File: config.mk
export PLATFORM = sky130hd
export DESIGN_NAME = parity_push_tx
export DESIGN_NICKNAME = d
export VERILOG_FILES = /design/src/rtl/parity_push_tx.sv
export SDC_FILE = /design/constraint.sdc
export NUM_CORES = 1
export LEC_CHECK = 0
export CAP_MARGIN = 25
export CORE_MARGIN = 2
export CORE_UTILIZATION = 54
export DETAILED_ROUTE_END_ITERATION = 8
export PLACE_DENSITY_LB_ADDON = 0.08
export SLEW_MARGIN = 0
export SYNTH_ARGS = -nofsm -noshare
export SYNTH_HDL_FRONTEND = slang
export SYNTH_SLANG_ARGS = --single-unit
File: constraint.sdc
create_clock -name clk -period 3.4 [get_ports clk]
set_clock_uncertainty 0.05 [all_clocks]
set_input_delay 0.51 -clock clk [delete_from_list [all_inputs] [get_ports clk]]
set_output_delay 0.51 -clock clk [all_outputs]
set_load 0.1 [all_outputs]
File: src/rtl/parity_push_tx.sv
// parity_push_tx: producer-side front end for the parity-protected FIFO.
// Takes raw payload words from an upstream valid/ready source, appends a
// parity bit at position DATA_WIDTH and presents the result on the FIFO push
// interface through a two-entry skid buffer, so that every handshake output
// comes straight from a flop while still moving one word per cycle.
// A wrapping counter reports how many pushes the FIFO has accepted.
//
// Optional build macro: PARITY_PUSH_TX_INJECT_EN
//   When defined, inject_i arms a one-shot inversion of the parity bit of the
//   next accepted word (used to exercise the FIFO's parity checker).
//   When undefined, inject_i is ignored and inject_pending_o is tied low.
module parity_push_tx #(
   parameter int DATA_WIDTH = 32,
   parameter int EVEN_ODD   = 0,
   parameter int PARITY_BIT = 1,
   parameter int CNT_WIDTH  = 32
) (
   input  logic                  clk,
   input  logic                  rst_n,
   input  logic [DATA_WIDTH-1:0] in_data_i,
   input  logic                  in_valid_i,
   output logic                  in_ready_o,
   output logic [DATA_WIDTH:0]   push_data_o,
   output logic                  push_valid_o,
   input  logic                  push_grant_i,
   input  logic                  inject_i,
   output logic                  inject_pending_o,
   output logic [CNT_WIDTH-1:0]  tx_count_o
);

   typedef enum logic [1:0] {
      EMPTY = 2'd0,
      ONE   = 2'd1,
      TWO   = 2'd2
   } state_t;

   state_t                state_q;
   logic [DATA_WIDTH:0]   out_q;
   logic [DATA_WIDTH:0]   skid_q;
   logic                  in_ready_q;
   logic                  push_valid_q;
   logic [CNT_WIDTH-1:0]  count_q;

   logic                  accept;
   logic                  transfer;
   logic                  parity_bit;
   logic                  corrupt;
   logic [DATA_WIDTH:0]   new_word;

   assign accept   = in_valid_i & in_ready_q;
   assign transfer = push_valid_q & push_grant_i;

   // The parity bit is fixed at accept time; the stored word never changes
   // afterwards, so the FIFO sees exactly what was computed here.
   assign parity_bit = (PARITY_BIT != 0) ? ((^in_data_i) ^ (EVEN_ODD != 0)) : 1'b0;
   assign new_word   = {parity_bit ^ corrupt, in_data_i};

`ifdef PARITY_PUSH_TX_INJECT_EN
   logic inject_pending_q;

   // An inject request applies to the word accepted on the same edge if there
   // is one; otherwise it stays armed until the next accept consumes it.
   assign corrupt = accept & (inject_pending_q | inject_i);

   // Arm on inject_i, disarm on the accept that carries the corruption.
   always_ff @(posedge clk or negedge rst_n) begin
      if (!rst_n) begin
         inject_pending_q <= 1'b0;
      end else if (accept) begin
         inject_pending_q <= 1'b0;
      end else if (inject_i) begin
         inject_pending_q <= 1'b1;
      end
   end

   assign inject_pending_o = inject_pending_q;
`else
   logic unused_inject;

   assign unused_inject    = inject_i;
   assign corrupt          = 1'b0;
   assign inject_pending_o = 1'b0;
`endif

   // Skid-buffer state machine: OUT always holds the head word, SKID the one
   // behind it. Ready and valid are registered from the next state so that
   // push_grant_i never reaches in_ready_o combinationally.
   always_ff @(posedge clk or negedge rst_n) begin
      if (!rst_n) begin
         state_q      <= EMPTY;
         out_q        <= '0;
         skid_q       <= '0;
         in_ready_q   <= 1'b0;
         push_valid_q <= 1'b0;
      end else begin
         case (state_q)
            EMPTY: begin
               in_ready_q <= 1'b1;
               if (accept) begin
                  out_q        <= new_word;
                  push_valid_q <= 1'b1;
                  state_q      <= ONE;
               end
            end
            ONE: begin
               if (accept && transfer) begin
                  out_q <= new_word;
               end else if (accept) begin
                  skid_q     <= new_word;
                  in_ready_q <= 1'b0;
                  state_q    <= TWO;
               end else if (transfer) begin
                  push_valid_q <= 1'b0;
                  state_q      <= EMPTY;
               end
            end
            TWO: begin
               if (transfer) begin
                  out_q      <= skid_q;
                  in_ready_q <= 1'b1;
                  state_q    <= ONE;
               end
            end
            default: begin
               in_ready_q   <= 1'b0;
               push_valid_q <= 1'b0;
               state_q      <= EMPTY;
            end
         endcase
      end
   end

   // Count completed pushes; natural wrap at 2^CNT_WIDTH.
   always_ff @(posedge clk or negedge rst_n) begin
      if (!rst_n) begin
         count_q <= '0;
      end else if (transfer) begin
         count_q <= count_q + CNT_WIDTH'(1);
      end
   end

   assign in_ready_o   = in_ready_q;
   assign push_valid_o = push_valid_q;
   assign push_data_o  = out_q;
   assign tx_count_o   = count_q;

endmodule

### After elaboration in Yosys (flattened, before gate mapping)

Cells that the tools add are included.

* register bits: 102
* latch bits: 0
* RAM bits: 0
* ROM bits: 0
* bits of input ports: 37
* output and inout bits: 68
* logic and storage cells: 49
* memories: 0

* $add $sub $neg: 1
* multipliers: 0
* divide/modulo/power cells: 0
* $lt $le $gt $ge: 0
* equal/unequal tests: 10
* shifts and indexed selects: 0
* muxes and demuxes: 19
* bitwise operators: 4
* reductions and logical operators: 9

Operators by type and width (number)
* 33-bit two-way mux: 3
* 33-bit one-hot mux with 3 select lines: 1
* 32-bit by 1-bit adder with 32-bit output (second input constant): 1
* 32-bit parity: 1
* 2-bit inequality test (second input constant): 7
* 2-bit two-way mux: 5
* 4-bit AND reduction: 2
* 1-bit two-way mux: 7
* 1-bit one-hot mux with 3 select lines: 2
* 2-bit one-hot mux with 3 select lines: 1
* 3-bit AND reduction: 2
* 5-bit AND reduction: 1
* 3-bit inequality test (second input constant): 1
* 3-bit nonzero test: 1
* 1-bit bitwise AND: 2
* 2-bit by 1-bit == test with 1-bit output (second input constant): 1
* 2-bit == test (second input constant): 1
* 2-bit logical NOT: 1
* 1-bit inverter: 2
* 1-bit logical AND: 1

### Longest topological paths before layout

Gate-level depths: netlist of the first run.

* word-level depth: 5
* gate-level depth with buffers: 7
* mapped depth without buffers: 6

### Least setup slack after synthesis of the first run

OpenSTA, ideal clock, no wires.

* kind: reg2reg
* from: register push_valid_q, in the netlist push_valid_o
* to: register count_q[21], in the netlist tx_count_o[21]
* arrival: 2.111 ns
* required time: 3.191 ns
* path slack: 1.080 ns
* stages on the path, launching flop included: 7
* buffers on the path: 0
* period minus slack after synthesis: 2.320 ns
* cells stage by stage: dfrtp_1 and2_2 and3_1 nand3_1 nor3_2 nand3_1 xnor2_1

* cells in the longest elaborated chain, start to end: 1

Ends and longest elaborated chain
* from (decl): line 41 `logic push_valid_q;`
* from (signal assigned): line 94 `push_valid_q <= 1'b0;`
* from (signal assigned): line 101 `push_valid_q <= 1'b1;`
* from (signal assigned): line 113 `push_valid_q <= 1'b0;`
* 1-bit bitwise AND: line 51 `assign transfer = push_valid_q & push_grant_i;`
* to (signal assigned): line 138 `count_q <= count_q + CNT_WIDTH'(1);`
* to (decl): line 42 `logic [CNT_WIDTH-1:0] count_q;`

No other way between the ends.
A chain may end at the register's enable or synchronous reset.

### Worst setup path in the final report of the first run

* from: register count_q[13], in the netlist tx_count_o[13]
* to: output port tx_count_o[13]

RTL lines
* to (decl): line 28 `output logic [CNT_WIDTH-1:0] tx_count_o`

No word-level cell between the ends.

==> impl_results.md, run 1 <==
- Yosys reg bits: 102
- Standard-cell row count: 33
- DIE AREA: 0.00930 mm2
- Vias in the first global route: 3,182
- Slew headroom: 33.5%
- Switch share: 49.9%
- Seq/Total Area, Yosys: 55.3%
- CTS buffer count: 9
- Core region area: 0.00826 mm2
- Initial antenna violation count: 0
- Chip width: 96.5 um
- CTS H-Tree Depth: 3
- Leakage Power: 2.48 nW
- Hpwl dp: 6420 um
- Max VDD drop: 0.794 mV
- TritonCTS clock tree: done
- Largest net degree at the start of global routing: 85
- Final net count: 538
- Power Internal: 3.14 mW
- Worst Max-Slew Pin Slew: 0.995 ns
- Finished Core Util: 72.8%
- Max Fclk: 390 MHz
- Post-synthesis simple-gate area fraction: 11.0%
- DR vias/cell: 5.27
- Hold-fix buffers, CTS: 0
- Outcome: finished clean
- Net Sw Power: 3.13 mW
- Startpoint Class: flip-flop
- Initial Utilization: 55.9%
- Clock Latency Late Sink: 0.36 ns
- Crit-path cells: clkdlybuf4s50_1
- Main combinational cell family by area after synthesis: multiplexers
- Reg clk slew, reported paths: 0.09 ns
- Syn nets: 434
- Setup bufs post-CTS: 0
- Global-route wire length before repair: 14,900 um
- Die Height: 96.5 um
- WP buf/inv: 1
- Grt ovf: 0
- Min-delay worst type: in -> async
- Post-synthesis instance total: 396
- Power per cell area: 1040 mW/mm2
- Setup TNS Final: 0 ns
- Synth warn: 0
- Min Hold Slack: 0.0773 ns
- Hold Fails Final Rpt: 0
- Final WL: 9170 um
- Top-Level Pins: 105
- # resized after CTS: 0
- Avg Inst Size Synth: 11.7 um2
- Synth cell types: 34
- Comb power frac: 54.6%
- Synth Area in XOR/XNOR: 11.8%
- Adder-Cell Fraction of Synth Area: 0.271%
- Crit path time final: 2.56 ns
- DRC: 0
- DR iter-0 viols: 98
- Area grow syn2layout: 30.2%
- Crit share post-route: 75.4%
- Crit path largest cell delay: 1.18 ns
- Post-route ant nets: 0
- Wirelength per Cell: 15.1 um
- Bufs on Longest Clock Path: 2
- Clk root buf: clkbuf_8
- Routed via count: 3,208
- Max-Cap Viols: 0
- Crit end category: output port
- Fin area: 0.00601 mm2
- Share of layout cells above drive strength 1: 13.9%
- Worst-path fanout max: 6
- TritonRoute pass-1 iters: 4
- Clk pwr share: 14.3%
- Worst EP required: 2.84 ns
- Total GRT Usage: 20.9%
- Clk sinks: 102
- Slew Limit Fails: 0
- Cell Area, Synth: 0.00462 mm2
- Crit path DAT: 2.00 ns
- Critical path type: reg -> out
- Port buffer count: 102
- Gp weighted congestion: 0.783
- Setup violators final: 0
- Top Family by Delay on Critical Path: buffers and inverters
- Placed Instance Area: 0.00576 mm2
- Seq pwr share: 31.1%
- Antenna Cells: 0
- CP max stage cell: clkdlybuf4s50_1
- RSZ-0062 raised after global routing: false
- Post-synthesis mux area share: 15.0%
- Synth Area in Compound Gates: 4.69%
-- sequential cells by signal, summed over array words and instances, names as in the netlist --
signal	flops
push_data_o	33
skid_q	33
in_ready_o	1
push_valid_o	1
tx_count_o	32
state_q	2
-- cells by family after synthesis --
family | count (synthesis)
mux | 65
xor+xnor | 62
fa+ha+maj | 1
simple gates | 106
compound gates | 41
buf+inv | 18
other cells | 1
flops | 102
-- placed cells by master, fill, tap and decap left out, drive strengths merged --
cell type / count
a22oi: 1
and2b: 1
xnor2: 51
xor2: 11
inv: 3
bufinv: 3
and4: 1
a22o: 1
nand4: 5
and3: 7
o22ai: 1
a31oi: 1
nor2: 43
nor2b: 1
nand2: 25
nand3: 16
o21ai: 3
mux2i: 32
nor3: 3
a21oi: 33
buf: 12
dfrtp: 102
clkinv: 1
clkdlybuf4s50: 97
ha: 1
mux2: 33
nand3b: 2
conb: 1
and2: 2
o21bai: 1
clkbuf: 10
-- power by group through the flow --
stage	clock network (mW)	logic, mW	registers [mW]
2_1_floorplan	0	0.974	3.62
3_3_place_gp	0	3.40	1.94
3_5_place_dp	0	3.45	1.97
4_1_cts	0.915	3.46	1.95
5_1_grt	0.964	3.61	2.01
6_report	0.899	3.43	1.95
-- metal layers --
layer / up-vias / global-route usage, % / share of wire [%]
li1: 1549 / - / -
met1: 1567 / 28.0 / 46
met2: 81 / 34.0 / 48
met3: 11 / 4.03 / 4.7
met4: 0 / 7.63 / 1.6
met5: - / 0 / 0
-- through the flow --
stage | power (mW) | setup slack (ns) | instances
after floorplan | 4.59 | 1.08 | 396
after global placement | 5.34 | 0.823 | 593
after detailed placement | 5.42 | 0.771 | 593
after CTS | 6.32 | 0.826 | 608
after global routing | 6.58 | 0.776 | 609
final | 6.28 | 0.838 | 609
-- synth_stat cells --
library cell  number  area, um2
o21ai_0            2       10.0
a22o_1             1       8.76
nand3_2            2       20.0
xnor2_1           51        447
buf_4              1       7.51
nor2b_1            1       6.26
and2_1             1       6.26
and3_1             7       43.8
and2_2             1       7.51
and2b_1            1       7.51
dfrtp_1          102       2550
nor2_1            42        158
conb_1             1       3.75
nand3b_1           2       15.0
inv_1              2       7.51
o21ai_1            1       5.00
a31oi_1            1       6.26
mux2i_1           32        320
o22ai_1            1       6.26
buf_2             12       60.1
nand2_1           24       90.1
nor3_2             3       30.0
a21oi_1           33        165
clkbuf_1           3       11.3
and4_4             1       11.3
o21bai_1           1       7.51
nand3_1           14       70.1
nand4_1            5       31.3
mux2_2            33        372
a22oi_1            1       7.51
nor2_2             1       6.26
nand2_2            1       6.26
ha_1               1       12.5
xor2_1            11       96.3
-- path summary, 6_finish.rpt --
| check | from | endpoint | slack (ns) | depth (start not counted) |
|---|---|---|---|---|
| worst min register to register | tx_count_o[31] | tx_count_o[31] | 0.42 | 1 |
| worst max register to register | in_ready_o | skid_q[11] | 1.40 | 5 |
| worst max-delay path | tx_count_o[13] | tx_count_o[13] | 0.84 | 1 |
| max in group asynchronous | rst_n | skid_q[3] | 2.61 | 2 |
| worst min-delay path | rst_n | tx_count_o[22] | 0.08 | 1 |
| min in group clk | tx_count_o[31] | tx_count_o[31] | 0.42 | 1 |
-- cell type report --
| cell class | instances | area (um2) |
|---|---|---|
| Timing Repair Buffer | 109 | 1100 |
| Tap cell | 105 | 131 |
| Clock inverter | 5 | 108 |
| Fill cell | 631 | 2250 |
| Clock buffer | 10 | 128 |
| Sequential cell | 102 | 2550 |
| Inverter | 2 | 7.51 |
| Multi-Input combinational cell | 276 | 1990 |
Note: power is estimated with default switching activity, not from simulation.
==> run 2: changes to the inputs <==
--- a/config.mk
+++ b/config.mk
@@ -7,7 +7,7 @@
 export LEC_CHECK = 0
 export CAP_MARGIN = 25
 export CORE_MARGIN = 2
-export CORE_UTILIZATION = 54
+export CORE_UTILIZATION = 45
 export DETAILED_ROUTE_END_ITERATION = 8
 export PLACE_DENSITY_LB_ADDON = 0.08
 export SLEW_MARGIN = 0
==> constraint.sdc (replaced) <==
create_clock -name clk -period 2.1 [get_ports clk]
set_clock_uncertainty 0.05 [all_clocks]
set_input_delay 0.315 -clock clk [delete_from_list [all_inputs] [get_ports clk]]
set_output_delay 0.315 -clock clk [all_outputs]
set_load 0.1 [all_outputs]
==> impl_results.md, run 2 (synthesis gave the netlist of run 1 again) <==
- Outcome: finished clean
- Bufs on Longest Clock Path: 2 (unchanged)
- Hold-fix buffers, CTS: 1 (+1)
- WP buf/inv: 0 (-1)
- Gp weighted congestion: 0.771 (-1.6%)
- Crit path DAT: 1.93 ns (-0.07 ns)
- Crit-path cells: and3_1 -> nand3_1 -> nor3_2 -> nand2_1 -> nor3_2 -> xor2_1
- Worst path most repeated cell: nor3_2
- Power per cell area: 1680 mW/mm2 (+61%)
- Setup TNS Final: 0 ns (unchanged)
- Initial Utilization: 46.8% (-9.1 points)
- Worst r2r src: tx_count_o[4]
- Finished Core Util: 60.4% (-12 points)
- Grt ovf: 0 (unchanged)
- Top Family by Delay on Critical Path: simple AND/OR/NAND/NOR gates
- Finished Layout Cells: 646 (+6.1%)
- Leakage Power: 2.56 nW (+3.1%)
- Vias in the first global route: 3,162 (-0.63%)
- Setup violators final: 0 (unchanged)
- DR vias/cell: 4.93 (-6.5%)
- Standard-cell row count: 36 (+9.1%)
- Final net count: 546 (+1.5%)
- Most frequent cells in the layout: dfrtp_1 (84), buf_4 (79), xnor2_1 (51), nor2_1 (42), clkdlybuf4s50_1 (34)
- Crit path time final: 1.69 ns
- Clk root buf: clkbuf_8
- R2R depth: 6 (+1)
- Routed via count: 3,182 (-0.81%)
- Placed Cells: 629 (+6.1%)
- Worst-path fanout max: 5 (-1)
- Clock Latency Late Sink: 0.36 ns (about the same)
- CTS H-Tree Depth: 3 (unchanged)
- Core region area: 0.00986 mm2 (+19%)
- CP max stage cell: dfrtp_2
- Critical path type: reg -> reg
- Crit end category: flip-flop
- RSZ-0062 raised after global routing: false
- Post-route ant nets: 0 (unchanged)
- DIE AREA: 0.0111 mm2 (+19%)
- Most common cell after layout, fill and taps aside: dfrtp_1
- Clk sinks: 102 (unchanged)
- Crit path largest cell delay: 0.42 ns (-0.76 ns)
- Total GRT Usage: 17.2% (-3.7 points)
- Global-route wire length before repair: 15,200 um (+1.7%)
- Max Fclk: 593 MHz
- Crit share post-route: 80.3%
- Hpwl dp: 6520 um (+1.5%)
- Final WL: 9140 um (-0.37%)
- Port buffer count: 102 (unchanged)
- Top-Level Pins: 105 (unchanged)
- Die Height: 105 um (+9.1%)
- Antenna Cells: 0 (unchanged)
- Initial antenna violation count: 0 (unchanged)
- Min-delay worst type: in -> async
- Wirelength per Cell: 14.1 um (-6.1%)
- R2R Path End: tx_count_o[31]
- # resized after CTS: 0 (unchanged)
- Launch point of the worst path: tx_count_o[4]
- DR iter-0 viols: 94 (-4.1%)
- Total power: 9.99 mW (+59%)
- Worst EP required: 2.35 ns (-0.49 ns)
- Reg2Reg Setup Slack: 0.41 ns (-0.99 ns)
- Chip width: 105 um (+9.1%)
- Reg clk slew, reported paths: 0.10 ns (about the same)
- TritonCTS clock tree: done
- Hold Fails Final Rpt: 0 (unchanged)
- Largest net degree at the start of global routing: 45 (-47%)
- Max VDD drop: 1.45 mV (+82%)
- Startpoint Class: flip-flop
- Max-Cap Viols: 0 (unchanged)
- Slew Limit Fails: 0 (unchanged)
- Share of layout cells above drive strength 1: 30.8% (+17 points)
- Area grow syn2layout: 29.0%
- TritonRoute pass-1 iters: 4 (unchanged)
- CTS buffer count: 9 (unchanged)
- Setup bufs post-CTS: 0 (unchanged)
- DRC: 0 (unchanged)
-- run 2: cell count changes in the layout (fill, tap and decap cells not counted), sizes merged --
cell / before / now
clkbuf: 10 / 11
inv: 3 / 2
clkdlybuf4s50: 97 / 34
clkinvlp: 0 / 2
buf: 12 / 82
dlygate4sd3: 0 / 1
bufinv: 3 / 2
-- run 2: area by class of cell --
class                      instances  area [um2]
tap                              133         166
inverter                           2        7.51
sequential                       102        2570
multi-input combinational        276        1990
fill                             833        3910
clock buffer                      11         131
timing repair buffer             117        1000
clock inverter                     5        83.8
-- run 2: through the flow --
step / hold WS (ns) / setup slack (ns) / area (um2)
5_1_grt: 0.409 / 0.215 / 5950
3_3_place_gp: 0.253 / 0.0653 / 5730
4_1_cts: 0.391 / 0.384 / 5950
6_report: 0.393 / 0.413 / 5950
3_5_place_dp: 0.255 / 0.0399 / 5730
2_1_floorplan: -0.0306 / 0.00249 / 4640
-- run 2: where the power goes --
| part | switching [mW] | total [mW] | internal, mW | leakage [nW] |
|---|---|---|---|---|
| Clock | 0.677 | 1.35 | 0.675 | 0.0998 |
| Sequential | 0.452 | 3.16 | 2.71 | 1.21 |
| Combinational | 3.97 | 5.47 | 1.51 | 1.25 |
| Total | 5.10 | 9.99 | 4.89 | 2.56 |
-- run 2: metal layers --
layer  wire, um  global-route usage, %  vias up
li1           -                      -     1569
met4        151                   6.19        0
met2       4460                   27.9       70
met3        398                   4.08       12
met5          0                      0        -
met1       4130                   22.6     1531
-- run 2: how the worst max path moves through the flow --
stage / end / slack, ns / cells past startpoint
CTS: tx_count_o[31] / 0.38 / 6
global route: tx_count_o[24] / 0.21 / 6
finish: tx_count_o[31] / 0.41 / 6
floorplan: tx_count_o[31] / 0.002 / 5
global placement: push_data_o[32] / 0.07 / 7
detailed placement: push_data_o[32] / 0.04 / 7
-- run 2: worst register-to-register path, stage by stage, from the launching register on --
cell     delay, ns
dfrtp_2       0.42
and3_1        0.25
nand3_1       0.22
nor3_2        0.25
nand2_1       0.14
nor3_2        0.15
xor2_1        0.15
==> run 3: changes to the inputs <==
--- a/config.mk
+++ b/config.mk
@@ -7,7 +7,7 @@
 export LEC_CHECK = 0
 export CAP_MARGIN = 25
 export CORE_MARGIN = 2
-export CORE_UTILIZATION = 45
+export CORE_UTILIZATION = 50
 export DETAILED_ROUTE_END_ITERATION = 8
 export PLACE_DENSITY_LB_ADDON = 0.08
 export SLEW_MARGIN = 0
==> constraint.sdc (replaced) <==
create_clock -name clk -period 1.8 [get_ports clk]
set_clock_uncertainty 0.05 [all_clocks]
set_input_delay 0.27 -clock clk [delete_from_list [all_inputs] [get_ports clk]]
set_output_delay 0.27 -clock clk [all_outputs]
set_load 0.1 [all_outputs]
==> impl_results.md, run 3 (synthesis gave the netlist of run 1 again) <==
- Crit share post-route: 97.2%
- Placed Cells: 635 (+0.95%)
- Reg clk slew, reported paths: 0.10 ns (about the same)
- Post-route ant nets: 0 (unchanged)
- CP Depth: 7 (+1)
- CTS buffer count: 9 (unchanged)
- Antenna Cells: 0 (unchanged)
- Setup violators final: 0 (unchanged)
- Initial Utilization: 50.7% (+3.9 points)
- Worst path most repeated cell: xnor2_1
- Area grow syn2layout: 54.1%
- Gp weighted congestion: 0.773 (+0.30%)
- RSZ-0062 raised after global routing: false
- Reg2Reg Setup Slack: 0.12 ns (-0.29 ns)
- Top-Level Pins: 105 (unchanged)
- Finished Core Util: 78.1% (+18 points)
- Crit end category: flip-flop
- Filler cells: 600 (-28%)
- Worst EP required: 1.99 ns (-0.36 ns)
- Standard-cell row count: 35 (-2.8%)
- Worst r2r src: push_valid_o
- CTS H-Tree Depth: 3 (unchanged)
- R2R Path End: push_data_o[8]
- Die Height: 100 um (-4.9%)
- Slew Limit Fails: 0 (unchanged)
- TritonRoute pass-1 iters: 4 (unchanged)
- Hpwl dp: 7360 um (+13%)
- Launch point of the worst path: in_data_i[8]
- Clk sinks: 102 (unchanged)
- Max-Cap Viols: 0 (unchanged)
- Min-delay worst type: in -> async
- Register area: 0.00262 mm2 (+1.9%)
- Total GRT Usage: 21.5% (+4.2 points)
- Routed via count: 3,418 (+7.4%)
- DRC: 0 (unchanged)
- Vias in the first global route: 3,565 (+13%)
- Initial antenna violation count: 0 (unchanged)
- DIE AREA: 0.0100 mm2 (-9.6%)
- Clk root buf: clkbuf_8
- R2R depth: 6 (unchanged)
- Global-route wire length before repair: 17,000 um (+12%)
- Most frequent cells in the layout: buf_12 (73), dfrtp_1 (73), xnor2_1 (51), nor2_1 (41), buf_4 (37)
- Leakage Power: 3.00 nW (+17%)
- Dpl ws: -0.331 ns (-0.371 ns)
- Power per cell area: 1870 mW/mm2 (+12%)
- Setup crit end: push_data_o[32]
- Outcome: finished clean
- Final WL: 9980 um (+9.1%)
- Startpoint Class: input pin
- Worst-path fanout max: 3 (-2)
- Port buffer count: 102 (unchanged)
- Largest net degree at the start of global routing: 38 (-16%)
- Final net count: 574 (+5.1%)
- Bufs on Longest Clock Path: 2 (unchanged)
- Top Family by Delay on Critical Path: XOR/XNOR gates
- Crit path DAT: 1.94 ns (about the same)
- Crit path largest cell delay: 0.54 ns (+0.12 ns)
- Worst setup margin: 0.0498 ns (-0.363 ns)
- TritonCTS clock tree: done
- Critical path type: in -> reg
- Share of layout cells above drive strength 1: 37.7% (+6.9 points)
- DR vias/cell: 5.24 (+6.4%)
- CP max stage cell: clkdlybuf4s50_1
- Chip width: 100 um (-4.9%)
- Crit path time final: 1.75 ns
- Core region area: 0.00911 mm2 (-7.7%)
- Max VDD drop: 1.41 mV (-2.6%)
- Min Hold Slack: 0.356 ns (-0.0365 ns)
- Wirelength per Cell: 15.3 um (+8.1%)
- Multi-input gate area: 0.00203 mm2 (+2.4%)
- WP buf/inv: 1 (+1)
- Hold Fails Final Rpt: 0 (unchanged)
- Total power: 13.3 mW (+33%)
- Crit-path cells: clkdlybuf4s50_1 -> xor2_1 -> xnor2_1 -> xnor2_1 -> xnor2_1 -> xnor2_1 -> a31oi_1
- DR iter-0 viols: 89 (-5.3%)
- Max Fclk: 571 MHz
- Finished Layout Cells: 652 (+0.93%)
- Grt ovf: 0 (unchanged)
- Clock Latency Late Sink: 0.35 ns (about the same)
[run 3: cell count changes in the layout (fill, tap and decap cells not counted), moves of 2 or more]
cell      delta
buf_4       -42
nor3_2       -2
buf_12      +70
and3_1       -2
dfrtp_4     +14
clkbuf_1     -2
dfrtp_2      -3
nand3_1      -2
nand3_4      +2
dfrtp_1     -11
nor3_4       +2
[run 3: worst min path at each step]
stage,from,endpoint,depth (start not counted)
after detailed placement,rst_n,tx_count_o[11],1
after global placement,rst_n,tx_count_o[11],1
after floorplan,rst_n,push_data_o[0],0
final,rst_n,tx_count_o[11],2
after CTS,rst_n,tx_count_o[11],2
after global routing,rst_n,tx_count_o[10],2
[run 3: per-layer routing]
layer	vias to the layer above	GRT usage [%]	part of all wire [%]
met5	-	0	0
li1	1624	-	-
met2	82	38.3	53
met1	1707	27.6	43
met4	0	3.48	0.55
met3	5	4.60	3.9
[run 3: power breakdown]
part | leakage (nW) | switching [mW] | internal, mW
combinational | 1.70 | 4.70 | 3.02
sequential | 1.19 | 0.823 | 3.18
clock | 0.106 | 0.803 | 0.788
[run 3: what timing repair did]
| item | in CTS | in global routing |
|---|---|---|
| hold endpoints to repair | 32 | 0 |
| setup buffers | 0 | 0 |
| hold buffers | 1 | 0 |
| endpoints found under the setup margin | 0 | 7 |
| resized for setup | 0 | 5 |
[run 3: final cells by class]
cell class	count	area share, %
multi-input combinational	276	28.6
inverter	2	0.106
tap	111	1.95
clock inverter	7	1.37
timing repair buffer	145	29.4
sequential	102	36.9
clock buffer	9	1.74
[run 3: metrics by stage]
step | TNS (ns) | instance area, um2
6_report | 0 | 7110
5_1_grt | 0 | 7110
4_1_cts | 0 | 7090
3_5_place_dp | -4.64 | 6860
3_3_place_gp | -2.77 | 6860
2_1_floorplan | -0.305 | 4710
